## src/rtl/custom_stream_rx.sv

```systemverilog
// Custom stream slave receiver: checks per-frame address sequencing and buffers words
// in a store-and-forward FIFO so only complete, error-free frames reach the consumer.
module custom_stream_rx #(
  parameter int unsigned FRAME_LEN  = 16,
  parameter int unsigned FIFO_DEPTH = 32
) (
  input  logic                        clk,
  input  logic                        rst,
  input  logic [31:0]                 cs_addr,
  input  logic [31:0]                 cs_data,
  input  logic                        cs_fs,
  input  logic                        cs_user_i,
  output logic                        cs_user_o,
  output logic                        cs_user_oe,
  output logic [31:0]                 m_data,
  output logic                        m_last,
  output logic                        m_valid,
  input  logic                        m_ready,
  output logic [15:0]                 frames_ok,
  output logic [15:0]                 frames_err,
  output logic [$clog2(FIFO_DEPTH):0] fifo_level
);

  localparam int unsigned AW = $clog2(FIFO_DEPTH);
  localparam int unsigned PW = AW + 1;

  typedef enum logic [1:0] {StIdle, StRecv, StDrop} state_e;

  state_e        state_q, state_d;
  logic [31:0]   exp_q, exp_d;
  logic [PW-1:0] wp_q, wp_d, cp_q, cp_d, rp_q;
  logic [32:0]   mem [FIFO_DEPTH];
  logic [15:0]   ok_q, err_q;
  logic          pulse_q;

  logic          we, wlast, start, err, commit, full, start_full, rd;
  logic [AW-1:0] waddr;
  logic          unused_cs_user;

  assign unused_cs_user = cs_user_i;

  // wp - rp counts committed plus in-flight words; a new frame only sees committed ones.
  assign full       = (wp_q - rp_q) == PW'(FIFO_DEPTH);
  assign start_full = (cp_q - rp_q) == PW'(FIFO_DEPTH);

  assign m_valid    = cp_q != rp_q;
  assign rd         = m_valid & m_ready;
  assign m_data     = m_valid ? mem[rp_q[AW-1:0]][31:0] : 32'd0;
  assign m_last     = m_valid & mem[rp_q[AW-1:0]][32];
  assign fifo_level = cp_q - rp_q;
  assign cs_user_o  = pulse_q;
  assign cs_user_oe = pulse_q;
  assign frames_ok  = ok_q;
  assign frames_err = err_q;

  always_comb begin
    state_d = state_q;
    exp_d   = exp_q;
    wp_d    = wp_q;
    cp_d    = cp_q;
    we      = 1'b0;
    wlast   = 1'b0;
    waddr   = wp_q[AW-1:0];
    start   = 1'b0;
    err     = 1'b0;
    commit  = 1'b0;

    case (state_q)
      StIdle: begin
        if (cs_fs) begin
          if (cs_addr == 32'd0) start = 1'b1;
          else                  err   = 1'b1;
        end
      end
      StRecv: begin
        if (cs_fs) begin
          err  = 1'b1;
          wp_d = cp_q;
          if (cs_addr == 32'd0) start   = 1'b1;
          else                  state_d = StDrop;
        end else if (cs_addr == exp_q && !full) begin
          we    = 1'b1;
          wp_d  = wp_q + PW'(1);
          exp_d = exp_q + 32'd1;
          if (exp_q == 32'(FRAME_LEN - 1)) begin
            wlast   = 1'b1;
            cp_d    = wp_q + PW'(1);
            commit  = 1'b1;
            exp_d   = 32'd0;
            state_d = StIdle;
          end
        end else if (cs_addr != exp_q - 32'd1) begin
          err     = 1'b1;
          wp_d    = cp_q;
          state_d = StDrop;
        end
      end
      StDrop: begin
        if (cs_fs && cs_addr == 32'd0) start = 1'b1;
      end
      default: state_d = StIdle;
    endcase

    // Word 0 of a new frame always lands at cp; with no room the frame is dropped.
    if (start) begin
      if (start_full) begin
        err     = 1'b1;
        state_d = StDrop;
      end else begin
        we      = 1'b1;
        waddr   = cp_q[AW-1:0];
        wp_d    = cp_q + PW'(1);
        exp_d   = 32'd1;
        state_d = StRecv;
      end
    end
  end

  always_ff @(posedge clk) begin
    if (rst) begin
      state_q <= StIdle;
      exp_q   <= 32'd0;
      wp_q    <= '0;
      cp_q    <= '0;
      rp_q    <= '0;
      ok_q    <= 16'd0;
      err_q   <= 16'd0;
      pulse_q <= 1'b0;
    end else begin
      state_q <= state_d;
      exp_q   <= exp_d;
      wp_q    <= wp_d;
      cp_q    <= cp_d;
      rp_q    <= rp_q + PW'(rd);
      pulse_q <= err;
      if (commit && ok_q != 16'hFFFF) ok_q <= ok_q + 16'd1;
      if (err && err_q != 16'hFFFF)   err_q <= err_q + 16'd1;
    end
  end

  always_ff @(posedge clk) begin
    if (we && !rst) mem[waddr] <= {wlast, cs_data};
  end

endmodule

```

## config.mk

```make
export PLATFORM = sky130hd
export DESIGN_NAME = custom_stream_rx
export DESIGN_NICKNAME = d
export VERILOG_FILES = /design/src/rtl/custom_stream_rx.sv
export SDC_FILE = /design/constraint.sdc
export NUM_CORES = 1
export LEC_CHECK = 0
export CAP_MARGIN = 40
export CELL_PAD_IN_SITES_DETAIL_PLACEMENT = 1
export CELL_PAD_IN_SITES_GLOBAL_PLACEMENT = 1
export CORE_ASPECT_RATIO = 2
export CORE_MARGIN = 8
export CORE_UTILIZATION = 50
export CTS_CLUSTER_DIAMETER = 30
export DETAILED_ROUTE_END_ITERATION = 10
export PLACE_DENSITY = 0.72
export SYNTH_ARGS = -nofsm -noshare
export SYNTH_HDL_FRONTEND = slang
export SYNTH_SLANG_ARGS = --single-unit
export TNS_END_PERCENT = 100
```

## constraint.sdc

```tcl
create_clock -name clk -period 9.3 [get_ports clk]
set_input_delay 1.395 -clock clk [delete_from_list [all_inputs] [get_ports clk]]
set_output_delay 1.395 -clock clk [all_outputs]
set_load 0.05 [all_outputs]
```

## Word level (Yosys, flattened, before mapping)

Memories as Yosys holds them, arrays and structs flattened. A register that Yosys moved wholly into a read port is not among the register bits.
Cells that the tools add are included.

- Memories kept: 1
- Bits in registers: 85
- Memory bits (writable): 1056
- Bits of input ports: 69

Memories:

| name | words | bits a word | read ports | clocked after memory_dff | write ports | line | source |
|---|---|---|---|---|---|---|---|
| mem | 32 | 33 | 1 | 1 | 1 | 32 | `logic [32:0] mem [FIFO_DEPTH];` |

- $add $sub $neg: 9
- Equal/unequal tests: 14
- Bitwise gates (word level): 3
- Mux-type cells: 47
- Reduce and logical (&&, ||, !) cells: 13

Operators by type and width:

| operator | count |
|---|---|
| 32-bit 2-to-1 mux | 7 |
| 6-bit 2-to-1 mux | 6 |
| 16-bit by 1-bit adder with 16-bit output (second input constant) | 2 |
| 32-bit by 1-bit adder with 32-bit output (second input constant) | 1 |
| 32-bit == test | 1 |
| 32-bit by 4-bit == test with 1-bit output (second input constant) | 1 |
| 32-bit zero test | 1 |
| 16-bit != test (second input constant) | 2 |
| 32-bit != test | 1 |
| 32-bit by 1-bit subtractor with 32-bit output (second input constant) | 1 |
| 1-bit 2-to-1 mux | 21 |
| 5-bit 2-to-1 mux | 3 |
| 2-bit 2-to-1 mux | 7 |
| 6-bit by 1-bit adder with 6-bit output (second input constant) | 2 |
| 6-bit == test (second input constant) | 2 |
| 6-bit subtractor | 2 |
| 5-bit != test (second input constant) | 2 |
| 4-bit AND reduction | 2 |
| 6-bit by 1-bit adder with 6-bit output | 1 |
| 6-bit != test | 1 |
| 1-bit logical AND | 5 |
| 4-bit != test (second input constant) | 1 |
| 1-bit case mux with 2 select lines | 2 |
| 2-bit case mux with 2 select lines | 1 |
| other kinds (8) | 11 |

## Depth between registers and ports, before layout

- Depth after elaboration: 12
- Mapped depth: 16
- Gate-level depth less buffers: 12

## Worst setup path before layout

OpenSTA, ideal clock, no wires.

- Path kind: register to register
- Start: register rp_q[2]
- End: memory mem[24][0] (enable)
- Slack: 3.344 ns
- Data required time: 8.877 ns
- Clock period less this slack: 5.956 ns
- Cell stages (with the launch flop): 16
- Library setup time: 0.423 ns
- Data arrival time: 5.533 ns
- Path through: dfxtp_1 clkinv_1 clkbuf_1 buf_1 ha_1 nand2b_1 a21oi_1 xor2_1 or4_1 clkbuf_1 o211ai_1 clkbuf_1 nand3_1 o21ai_0 nand2_1 nor2_1

RTL lines:

| what | line | source |
|---|---|---|
| from (decl) | 31 | `logic [PW-1:0] wp_q, wp_d, cp_q, cp_d, rp_q;` |
| from (signal assigned) | 134 | `rp_q <= rp_q + PW'(rd);` |
| 6-bit subtractor (*) | -- |  |
| via fifo_level[4] | 21 | `output logic [$clog2(FIFO_DEPTH):0] fifo_level` |
| 6-bit == test (*) | 44 | `assign start_full = (cp_q - rp_q) == PW'(FIFO_DEPTH);` |
| 1-bit 2-to-1 mux | 106 | `if (start_full) begin` |
| 1-bit 2-to-1 mux | 105 | `if (start) begin` |
| 1-bit logical AND | 142 | `if (we && !rst) mem[waddr] <= {wlast, cs_data};` |
| 1-bit 2-to-1 mux | 142 |  |
| 1-bit 2-to-1 mux (not written as such) | 142 |  |
| to (decl) | 32 |  |

Mark *: on every way through the listed nets, which the timed path passes. The rest lies on a longest branch.

## Worst setup path in the final report

- Start: register rp_q[1]
- End: output m_data[26]

- Longest elaborated chain between the ends: 2

Ends and longest elaborated chain:

| what | line | source |
|---|---|---|
| 6-bit != test | 46 | `assign m_valid = cp_q != rp_q;` |
| 32-bit 2-to-1 mux | 48 | `assign m_data = m_valid ? mem[rp_q[AW-1:0]][31:0] : 32'd0;` |
| to (decl) | 15 | `output logic [31:0] m_data,` |

No other way between the ends.

==> metrics.yaml <==
io_pins: 143
start_util_pct: 50.4
critPathSlowestCell: "buf_4"
clock_path_buffers: 3
coreArea_mm2: 0.0927
cts_tree: "done"
num_rows: 158
synth_edf_count: 1056
ys_types: 80
period_share_pct: 65.6
yosys_warnings: 0
cp_num_buf_inv: 3
min_path_type: "register to register"
htreeDepth: 4
rsz0062_at_grt: "no"
worstPathRequired_ps: 7910
drc: 0
swShare_pct: 20.7
cts_hold_buf: 0
powerDensity_mw_per_mm2: 202
startpoint: "rp_q[1]"
cts_buffers: 136
maxSlewViolCount: 0
grt_pass1_vias: 27876
clkSlewWorstSetupHoldPaths_ps: 50
crit_path_end_kind: "output port"
setup_viol: 0
arrival_ps: 4700
die_y_um: 449
synthCells: 2502
critPathKind: "register to output port"
syn_area_mm2: 0.0468
root_buffer: "clkbuf_16"
run_status: "finished clean"
hpwl_um: 82900
fin_util_pct: 59.5
worstRegToRegCells: 12
nFillCells: 8022
worstPathCellList: "buf_12, buf_4, mux4_2, mux4_2, nand2_1, a21oi_1, clkdlybuf4s50_1"
hp-start: "frames_ok[4]"
antenna_found_initial: 2
pre_cts_ws_ps: 2680
drtIter0Drc: 2078
areaGrowthSynthToFinish_pct: 18.0
crit_cells: 7
synth_top_area_cell: "edfxtp_1"
clock-skew-final_ps: 43.2
ys_ff_latch: 1141
grt_pass1_wl_um: 190000
worstReg2RegStart: "rp_q[4]"
timing.critical_path.mode_cell: "mux4_2"
die_w_um: 232
clockPowerShare_pct: 48.3
cp-start-kind: "register"
final_common_cell: "edfxtp_1"
p_seq_share_pct: 50.1
first_pass_iters: 5
layout.nets: 2822
gp_congestion: 0.940
hold_depth: 2
async_flop_share_pct: 0
p_leak_nw: 17.2
fin_ws_ps: 3200
ir_worst_vdd_uv: 196
setup_tns_ps: 0
worst_path_largest_cell_delay_ps: 830
worst_pin_slew_ps: 1130
placed_area_mm2: 0.0506
route.vias.total: 25598
drive_above_1_share_pct: 25.6
yosysTopAreaCellShare_pct: 67.8
cts_setup_buffers: 0
synth_ff_type: "edfxtp_1"
stdcell_area_mm2: 0.0552
avgRoutedWirePerCell_um: 32.6
die_area_mm2: 0.104
p_comb_share_pct: 1.6
drt-total-wl_um: 132000
critical_path.top_delay_family: "buffers and inverters"
grt_max_degree: 142
final_cell_mix: "edfxtp_1, mux4_2, clkdlybuf4s50_1"
crit_path_max_fanout: 141
grt-ovfl-total: 0
p_int_mw: 8.86
yosysSeqAreaShare_pct: 71.4
ant_nets: 0
fmax_mhz: 164
track_usage_pct: 25.3
port_buffers: 141
r2r_slack_ps: 3640
drv_cap: 0
synth_fp_nets: 2590
cts_resized: 0
hold_viol_final: 0
finalCriticalPeriod_ps: 6100
synth_area_leaders: "edfxtp_1, mux4_2, dfxtp_1, nor2_1, xor2_1"
max_slew_margin_pct: 24.4
p_switching_mw: 2.31
clkSinkCount: 1141
via_per_inst: 6.34
antenna_cells: 0
synth_area_per_cell_um2: 18.7
worstSkewPairLatency_ps: 750
-- state kept, by name (all words and copies together), names as in the netlist --
name / cells
mem: 1056
exp_q: 32
frames_err: 16
frames_ok: 16
cp_q: 6
rp_q: 6
wp_q: 6
state_q: 2
cs_user_o: 1
-- worst reg2reg max path, cell delays in order (launching register included) --
cell and delay, ps:
dfxtp_2 310, buf_4 560, inv_2 430, ha_1 490, xor2_1 220, or4_1 660
o211ai_1 230, buf_4 280, nor2_1 80, a21oi_1 230, nand2_1 510, nor2_4 890
buf_4 450
-- area by class of cell --
cell class | count | area [um^2] | share of cell area (%)
tap | 1200 | 1500 | 2.72
clock buffer | 151 | 3530 | 6.40
clock inverter | 92 | 1060 | 1.92
timing repair buffer | 240 | 2650 | 4.80
inverter | 30 | 118 | 0.213
multi-input combinational | 1185 | 12900 | 23.4
sequential | 1141 | 33400 | 60.6
-- cells by family (layout without fill, tap and decap cells) --
group | after synthesis | in the layout | synth area share, %
adders and majority gates | 19 | 19 | 0.524
and+or+nand+nor | 532 | 532 | 5.85
AOI/OAI and AO/OA | 202 | 202 | 2.84
DFF | 1141 | 1141 | 71.4
buffers and inverters | 176 | 513 | 1.47
xor gates and xnor gates | 86 | 86 | 1.61
muxes | 346 | 346 | 16.3
-- power by group through the flow --
stage                     logic, mW  registers, mW  clock network (mW)
final                         0.175           5.60                5.40
after global routing          0.185           5.60                5.63
after CTS                     0.172           5.60                5.48
after detailed placement      0.172           5.71                   0
after global placement        0.140           5.71                   0
after floorplan              0.0317           5.71                   0
-- routing by layer --
metal  part of all wire [%]  track usage [%]
met3                    5.8             4.33
met4                    4.9             11.5
met2                     55             46.6
met5                  0.012                0
met1                     34             27.9
-- cells in the mapped netlist, types with 6 or more instances --
cell,number
nor2_1,141
nor3_1,26
edfxtp_1,1056
nand2_1,125
o31ai_1,9
nor3b_1,10
o31a_1,6
inv_1,28
mux4_2,330
o21ai_0,34
nand2b_1,12
buf_2,9
clkbuf_1,98
ha_1,18
nand4_1,37
xnor2_1,32
nor2b_1,17
a211o_1,7
a211oi_1,15
a21oi_1,76
nand3_1,46
xor2_1,54
mux2_2,8
buf_1,34
and3_1,20
or3_1,20
nor4_1,31
dfxtp_1,85
-- path summary, 6_finish.rpt --
| path | to |
|---|---|
| setup reg to reg | mem[16][2] |
| hold / removal | frames_ok[4] |
| setup / recovery | m_data[26] |
| hold reg to reg | frames_ok[4] |
-- stage by stage --
| step | hold slack [ps] | instances | power, mW |
|---|---|---|---|
| finish | 521 | 4039 | 11.2 |
| global route | 561 | 4039 | 11.4 |
| CTS | 523 | 4036 | 11.2 |
| detailed placement | 506 | 3793 | 5.88 |
| global placement | 487 | 3753 | 5.85 |
| floorplan | 482 | 2502 | 5.74 |
Note: power is estimated with default switching activity, not from simulation.
